### src/rtl/u_iex_pipe_ctrl.sv
// IEX stage sequencing: ALU pipe gating, one-entry result stage to LSU/WB,
// and the redirect/flush FSM that steers the front end after a taken BRU flush.
module u_iex_pipe_ctrl #(
  parameter int DATA_WIDTH   = 32,
  parameter int PC_WIDTH     = 32,
  parameter int DRAIN_CYCLES = 2
) (
  input  logic                  clk,
  input  logic                  rst_n,
  input  logic                  idu_iex_vld,
  output logic                  iex_idu_rdy,
  output logic                  iex_alu_pipe_vld,
  input  logic                  alu_iex_bru_vld,
  input  logic                  alu_iex_bru_flush,
  input  logic [PC_WIDTH-1:0]   alu_iex_bru_redir_pc,
  input  logic [DATA_WIDTH-1:0] alu_iex_cal_data,
  output logic                  iex_ifu_redir_vld,
  output logic [PC_WIDTH-1:0]   iex_ifu_redir_pc,
  input  logic                  ifu_iex_redir_rdy,
  output logic                  iex_flush_front,
  output logic                  iex_lsu_vld,
  output logic [DATA_WIDTH-1:0] iex_lsu_data,
  input  logic                  lsu_iex_rdy,
  output logic [31:0]           iex_retire_cnt
);

  // state    | meaning
  // ST_RUN   | normal issue; accepted beats are written and retired
  // ST_REDIR | redirect offered to IFU, front end killed, beats discarded
  // ST_DRAIN | in-flight wrong-path beats still arriving, discarded
  typedef enum logic [1:0] {ST_RUN, ST_REDIR, ST_DRAIN} state_e;

  localparam logic [3:0] DRAIN_INIT = 4'(DRAIN_CYCLES);

  state_e                state_q, state_d;
  logic [3:0]            cnt_q, cnt_d;
  logic                  lsu_vld_q, lsu_vld_d;
  logic [DATA_WIDTH-1:0] lsu_data_q, lsu_data_d;
  logic                  redir_vld_q, redir_vld_d;
  logic [PC_WIDTH-1:0]   redir_pc_q, redir_pc_d;
  logic [31:0]           retire_cnt_q, retire_cnt_d;
  logic                  acc;

  always_ff @(posedge clk or negedge rst_n) begin
    if (!rst_n) begin
      state_q      <= ST_RUN;
      cnt_q        <= '0;
      lsu_vld_q    <= 1'b0;
      lsu_data_q   <= '0;
      redir_vld_q  <= 1'b0;
      redir_pc_q   <= '0;
      retire_cnt_q <= '0;
    end else begin
      state_q      <= state_d;
      cnt_q        <= cnt_d;
      lsu_vld_q    <= lsu_vld_d;
      lsu_data_q   <= lsu_data_d;
      redir_vld_q  <= redir_vld_d;
      redir_pc_q   <= redir_pc_d;
      retire_cnt_q <= retire_cnt_d;
    end
  end

  always_comb begin
    state_d     = state_q;
    cnt_d       = cnt_q;
    redir_vld_d = redir_vld_q;
    redir_pc_d  = redir_pc_q;
    case (state_q)
      ST_RUN: begin
        if (acc && alu_iex_bru_vld && alu_iex_bru_flush) begin
          redir_pc_d  = alu_iex_bru_redir_pc;
          redir_vld_d = 1'b1;
          state_d     = ST_REDIR;
        end
      end
      ST_REDIR: begin
        if (ifu_iex_redir_rdy) begin
          redir_vld_d = 1'b0;
          cnt_d       = DRAIN_INIT;
          state_d     = (DRAIN_INIT == 4'd0) ? ST_RUN : ST_DRAIN;
        end
      end
      ST_DRAIN: begin
        cnt_d = cnt_q - 4'd1;
        if (cnt_q == 4'd1) state_d = ST_RUN;
      end
      default: state_d = ST_RUN;
    endcase
  end

  // Only RUN-state acceptances reach the output stage; REDIR/DRAIN swallow beats.
  always_comb begin
    iex_idu_rdy      = 1'b1;
    iex_alu_pipe_vld = 1'b0;
    iex_flush_front  = 1'b0;
    if (state_q == ST_RUN) begin
      iex_idu_rdy      = ~lsu_vld_q | lsu_iex_rdy;
      iex_alu_pipe_vld = idu_iex_vld;
    end
    if (state_q == ST_REDIR) iex_flush_front = 1'b1;
    acc = (state_q == ST_RUN) & idu_iex_vld & iex_idu_rdy;
  end

  always_comb begin
    lsu_vld_d    = lsu_vld_q;
    lsu_data_d   = lsu_data_q;
    retire_cnt_d = retire_cnt_q;
    if (acc) begin
      lsu_vld_d    = 1'b1;
      lsu_data_d   = alu_iex_cal_data;
      retire_cnt_d = retire_cnt_q + 32'd1;
    end else if (lsu_iex_rdy) begin
      lsu_vld_d = 1'b0;
    end
  end

  assign iex_ifu_redir_vld = redir_vld_q;
  assign iex_ifu_redir_pc  = redir_pc_q;
  assign iex_lsu_vld       = lsu_vld_q;
  assign iex_lsu_data      = lsu_data_q;
  assign iex_retire_cnt    = retire_cnt_q;

endmodule
### config.mk
export PLATFORM = sky130hd
export DESIGN_NAME = u_iex_pipe_ctrl
export DESIGN_NICKNAME = d
export VERILOG_FILES = /design/src/rtl/u_iex_pipe_ctrl.sv
export SDC_FILE = /design/constraint.sdc
export NUM_CORES = 1
export LEC_CHECK = 0
export ABC_AREA = 1
export CAP_MARGIN = 30
export CORE_MARGIN = 5
export CORE_UTILIZATION = 25
export CTS_CLUSTER_DIAMETER = 30
export DETAILED_ROUTE_END_ITERATION = 10
export DONT_BUFFER_PORTS = 1
export GPL_TIMING_DRIVEN = 0
export PLACE_DENSITY_LB_ADDON = 0.08
export SLEW_MARGIN = 20
export SYNTH_ARGS = -nofsm -noshare
export SYNTH_HDL_FRONTEND = slang
export SYNTH_SLANG_ARGS = --single-unit
export TNS_END_PERCENT = 50
### constraint.sdc
create_clock -name clk -period 2.8 [get_ports clk]
set_input_delay 0.56 -clock clk [delete_from_list [all_inputs] [get_ports clk]]
set_output_delay 0.56 -clock clk [all_outputs]
set_load 0.02 [all_outputs]
==> results of run 1 <==
[flip-flops by register name, indices dropped and copies added, names as in the netlist]
signal             count
iex_ifu_redir_pc      32
state_q                2
iex_lsu_vld            1
cnt_q                  4
iex_lsu_data          32
iex_ifu_redir_vld      1
iex_retire_cnt        32
[stage by stage]
stage | power, W | hold slack (ns) | cells | setup slack (ns)
2_1_floorplan | 0.00362 | 0.264 | 604 | 1.25
3_3_place_gp | 0.00397 | 0.270 | 838 | 0.907
3_5_place_dp | 0.00400 | 0.270 | 838 | 0.911
4_1_cts | 0.00532 | -0.121 | 854 | 0.888
5_1_grt | 0.00555 | -0.127 | 854 | 0.781
6_report | 0.00519 | -0.106 | 854 | 0.948
[power groups by stage]
stage | Combinational, W | Sequential [W] | Clock (W)
after floorplan | 0.000687 | 0.00294 | 0
after global placement | 0.000827 | 0.00314 | 0
after detailed placement | 0.000864 | 0.00313 | 0
after CTS | 0.000862 | 0.00311 | 0.00134
after global routing | 0.000989 | 0.00316 | 0.00140
final | 0.000830 | 0.00308 | 0.00128
[worst max-delay path: cells and delay by family (launching register included)]
kind,cells,cell delay (ns)
DFF,1,0.55
and+or+nand+nor,7,0.91
adders and majority gates,1,0.27
[layer usage]
metal  global-route usage  routed length [microns]  up-vias
li1                     -                        -     1857
met1                0.153                     5750     1712
met2                0.207                     6540       96
met3               0.0436                     1050       11
met4               0.0430                      182        0
met5                    0                        0        -
[Yosys cell counts]
library cell	n
a22oi_1	1
clkbuf_1	6
buf_6	1
inv_1	62
nor2_4	5
inv_2	2
o21bai_1	2
nor3_1	1
dfrtp_1	104
nor2_1	50
xnor2_1	4
xor2_1	9
nand3_1	10
nand3b_1	8
buf_1	4
o21ai_0	10
nand2_2	4
nand2_1	279
buf_2	5
nand3_2	2
o21ai_1	26
nor3b_1	1
ha_1	3
a21oi_1	2
o31ai_1	1
nor2_8	2
[kinds of logic (layout without fill, tap and decap cells)]
| kind of cell | after synthesis | in the layout | synth area share |
|---|---|---|---|
| and+or+nand+nor | 362 | 362 | 0.313 |
| DFF | 104 | 104 | 0.544 |
| buffers and inverters | 80 | 96 | 0.0656 |
| AOI/OAI and AO/OA | 42 | 42 | 0.0460 |
| xor gates and xnor gates | 13 | 13 | 0.0238 |
| adders and majority gates | 3 | 3 | 0.00784 |
[cell type report]
| class | instances | area (sq um) | share of cell area |
|---|---|---|---|
| buffer | 16 | 73.8 | 0.0138 |
| clock buffer | 10 | 239 | 0.0445 |
| clock inverter | 6 | 48.8 | 0.00909 |
| inverter | 64 | 240 | 0.0448 |
| multi-input combinational | 420 | 1870 | 0.348 |
| sequential | 104 | 2600 | 0.485 |
| tap | 234 | 293 | 0.0545 |
[worst max-delay path by stage]
stage                                 start            endpoint  slack (ns)  cells after the start
after floorplan           iex_retire_cnt[1]  iex_retire_cnt[16]        1.25                      8
after global placement    iex_retire_cnt[0]  iex_retire_cnt[24]        0.91                      8
after detailed placement  iex_retire_cnt[0]  iex_retire_cnt[24]        0.91                      8
after CTS                 iex_retire_cnt[0]  iex_retire_cnt[24]        0.89                      8
after global routing      iex_retire_cnt[0]  iex_retire_cnt[24]        0.78                      8
final                     iex_retire_cnt[0]  iex_retire_cnt[24]        0.95                      8
==> results.tsv, run 1 <==
metric	value	unit
Worst R2R End	iex_retire_cnt[24]	
FF-to-FF Start	iex_retire_cnt[0]	
post-synthesis net count	678	
Internal	0.00297	W
count of cell types in the netlist	26	
worst IR drop on VDD	0.368	mV
CP cell instances	ha_1, nand3_1, nor3_1, nand2_1, nand2_1, nand2_1, nand2_1, nand2_1	
clock skew	0.00668	ns
Hold Path Class	in2async	
gr ovfl total	0	
die area	22000	sq um
actual slew at the worst max-slew pin	0.523	ns
Yosys reg bits	104	
top post-synthesis cells by area	dfrtp_1, nand2_1, inv_1	
crit start category	flip-flop	
Routed Antenna Nets	0	
share of cells above drive strength 1	0.0597	
routed wire length	13500	microns
number of vias in the routed layout	3676	
fin crit period	1.85	ns
TritonCTS clock tree	yes	
cell mode on critical path	nand2_1	
# DRC	0	
clock power share	0.246	
# rows	50	
routed len/inst	15.8	microns
commonest non-fill, non-tap cell in the layout	nand2_1	
worst hold slack	-0.106	ns
Clock Path Buffers	2	
n_diodes	0	
Final Setup Violations	0	
initial antenna violation count	0	
Final Cell Area	5370	sq um
syn_area_per_cell	7.93	sq um
first-pass GRT wire length	21700	microns
critical path type	reg2reg	
sw frac	0.427	
unrepaired setup endpoints after global routing	false	
largest net degree at the start of global routing	105	
Yosys top cell area share	0.544	
outcome	finished with violations	
synth-to-layout area growth	12.1	%
Leak	2.69	nW
arrival time at the worst endpoint	2.09	ns
number of max-cap violations	0	
Layout Utilization	0.286	
failing checks	hold timing	
Die Height	148	microns
CP Max Fanout	4	
type of element capturing the critical path	flip-flop	
number of port buffers	0	
number of I/O pins	172	
Die W	148	microns
Mapped Cells	604	
cts repair resizes	0	
Worst slew margin	0.650	
setup TNS	0	ns
total setup buffers inserted after CTS	0	
CTS buffer count	9	
initial core utilization	0.255	
Slowest cell on crit path	dfrtp_1	
Core ar.	18800	sq um
vias in the first global route	3946	
most frequent cells in the layout	nand2_1, dfrtp_1, inv_1	
Comb power frac	0.160	
First DRT Iteration DRCs	167	
post-synthesis sequential area ratio	0.544	
Synth area leader	dfrtp_1	
# nets final	689	
H-tree depth	3	
Max stage delay on crit path	0.55	ns
HPWL after DPL	10100	microns
clock sinks	104	
number of fillers in the final layout	2071	
Switch Pwr	0.00222	W
Data required, critical path	3.04	ns
Mapped Area	4790	sq um
CTS clk-pin slew, worst paths	0.08	ns
routed vias/inst	4.30	
PwrDens	966	nW/um^2
Fin. Hold Viols	104	
FF-to-FF setup slack	0.95	ns
f_max	0.540	GHz
Max Slew Vio Count	0	
clk root buf	clkbuf_16	
placed standard-cell area	5080	sq um
Total GRT Usage	0.125	
synth warn	0	
Final Cycle Share	0.661	
global placer's final weighted congestion	0.799	
sequential share of power	0.594	
R2R depth	8	
Worst-Skew Late Latency	0.35	ns
First-pass DRT Iterations	4	
No activity file was read; power rests on OpenSTA's default activity.
==> run 2, diff against run 1 <==
==> constraint.sdc (replaced) <==
create_clock -name clk -period 1.9 [get_ports clk]
set_input_delay 0.38 -clock clk [delete_from_list [all_inputs] [get_ports clk]]
set_output_delay 0.38 -clock clk [all_outputs]
set_load 0.02 [all_outputs]
==> run 2 against run 1 <==
  * Final area increased by 0.16%
  * Fmax rose by 6.7%
  * Setup slack worse by 0.78 ns
  * The flow still finishes with violations (hold timing)
  * Via count is the same
  * Largest cell class unchanged
  * Combinational power up 47%
  * Highest routed layer unchanged
  * Critical path type unchanged
  * Hold slack got worse by 0.18 ns
  * Clock-buffer cell count is the same
  * Sequential power up 47%
==> results.tsv, run 2 (synthesis results as in run 1) <==
metric	value	unit
Die W	148	microns
First DRT Iteration DRCs	138	
FF-to-FF setup slack	0.16	ns
synth-to-layout area growth	12.3	%
Slowest cell on crit path	dfrtp_1	
Routed Antenna Nets	0	
Total GRT Usage	0.125	
cell mode on critical path	nand2_1	
PwrDens	1420	nW/um^2
worst hold slack	-0.286	ns
CP Max Fanout	4	
clock power share	0.246	
Internal	0.00438	W
failing checks	hold timing	
Data required, critical path	2.15	ns
number of I/O pins	172	
clock skew	0.00653	ns
CTS buffer count	9	
first-pass GRT wire length	21700	microns
Worst-Skew Late Latency	0.35	ns
n_diodes	0	
Final Setup Violations	0	
actual slew at the worst max-slew pin	0.523	ns
number of max-cap violations	0	
Core ar.	18800	sq um
routed vias/inst	4.30	
critical path endpoint	iex_retire_cnt[28]	
Max stage delay on crit path	0.53	ns
Worst slew margin	0.650	
clk root buf	clkbuf_16	
Final Cycle Share	0.914	
number of port buffers	0	
Max Slew Vio Count	0	
Worst R2R End	iex_retire_cnt[28]	
number of fillers in the final layout	2073	
largest net degree at the start of global routing	105	
Tot Pwr	0.00765	W
Comb power frac	0.160	
CTS clk-pin slew, worst paths	0.08	ns
number of vias in the routed layout	3676	
# rows	50	
share of cells above drive strength 1	0.0661	
f_max	0.576	GHz
sequential share of power	0.594	
clock sinks	104	
unrepaired setup endpoints after global routing	false	
global placer's final weighted congestion	0.799	
crit start category	flip-flop	
routed len/inst	15.8	microns
R2R depth	9	
arrival time at the worst endpoint	1.98	ns
type of element capturing the critical path	flip-flop	
CP cell instances	nand2_1, nor2_1, nand2_1, nor2_1, nand2_1, nand2_1, nand2_1, nand2_1, nand2_1	
initial core utilization	0.255	
critical path type	reg2reg	
Leak	2.69	nW
First-pass DRT Iterations	4	
gr ovfl total	0	
worst IR drop on VDD	0.542	mV
initial antenna violation count	0	
die area	22000	sq um
H-tree depth	3	
Hold Path Class	in2async	
sw frac	0.427	
Clock Path Buffers	2	
crit path from	iex_retire_cnt[9]	
routed wire length	13500	microns
vias in the first global route	3946	
outcome	finished with violations	
total setup buffers inserted after CTS	0	
Switch Pwr	0.00326	W
# nets final	689	
commonest non-fill, non-tap cell in the layout	nand2_1	
# DRC	0	
Die Height	148	microns
HPWL after DPL	10100	microns
Fin. Hold Viols	104	
setup TNS	0	ns
fin crit period	1.74	ns
FF-to-FF Start	iex_retire_cnt[9]	
TritonCTS clock tree	yes	
most frequent cells in the layout	nand2_1, dfrtp_1, inv_1	
[run 2: changes by cell type in the layout (fill, tap and decap cells not counted)]
cell	before	now
nor3_2	0	1
nor3_1	1	0
dfrtp_2	0	3
dfrtp_1	104	101
[run 2: stage by stage]
| step | std cells | utilization | hold slack (ns) | area [sq um] | setup WS (ns) |
|---|---|---|---|---|---|
| global route | 854 | 0.286 | -0.307 | 5380 | 0.0107 |
| detailed placement | 838 | 0.271 | 0.0898 | 5080 | 0.0106 |
| finish | 854 | 0.286 | -0.286 | 5380 | 0.164 |
| CTS | 854 | 0.286 | -0.301 | 5370 | 0.00680 |
| global placement | 838 | 0.271 | 0.0897 | 5080 | 0.00737 |
| floorplan | 604 | - | 0.0844 | 4790 | 0.347 |
[run 2: routing by layer]
metal	GRT usage	up-vias	share of wire
li1	-	1856	-
met1	0.153	1713	0.42
met2	0.207	96	0.48
met3	0.0436	11	0.077
met4	0.0430	0	0.013
met5	0	-	0
[run 2: timing repair]
item | in CTS | in global routing
endpoints found under the setup margin | 1 | 7
resized for setup | 1 | 3
pin swaps | 0 | 0
endpoints found under the hold margin | 104 | 104
[run 2: worst min-delay path by stage]
stage / slack, ns / cells past startpoint / from / end
floorplan: 0.08 / 0 / rst_n / cnt_q[0]
global placement: 0.09 / 0 / rst_n / iex_retire_cnt[18]
detailed placement: 0.09 / 0 / rst_n / iex_retire_cnt[18]
CTS: -0.30 / 0 / rst_n / iex_ifu_redir_pc[4]
global route: -0.31 / 0 / rst_n / iex_ifu_redir_pc[2]
finish: -0.29 / 0 / rst_n / iex_retire_cnt[17]
[run 2: final cells by class]
type | count | area (sq um) | area share
Inverter | 64 | 240 | 0.0447
Buffer | 16 | 73.8 | 0.0137
Multi-Input combinational cell | 420 | 1880 | 0.349
Tap cell | 234 | 293 | 0.0545
Clock inverter | 6 | 48.8 | 0.00908
Sequential cell | 104 | 2610 | 0.485
Clock buffer | 10 | 239 | 0.0444
[run 2: power groups by stage]
| stage | Clock [W] | Sequential (W) | Combinational [W] |
|---|---|---|---|
| 3_5_place_dp | 0 | 0.00461 | 0.00127 |
| 5_1_grt | 0.00206 | 0.00466 | 0.00146 |
| 3_3_place_gp | 0 | 0.00463 | 0.00122 |
| 6_report | 0.00188 | 0.00454 | 0.00122 |
| 4_1_cts | 0.00198 | 0.00459 | 0.00127 |
| 2_1_floorplan | 0 | 0.00433 | 0.00101 |
[run 2: worst max-delay path, delay by kind of cell (launching register included)]
family,cells,cell delay [ns]
flip-flops,1,0.53
AND/OR/NAND/NOR,9,1.10
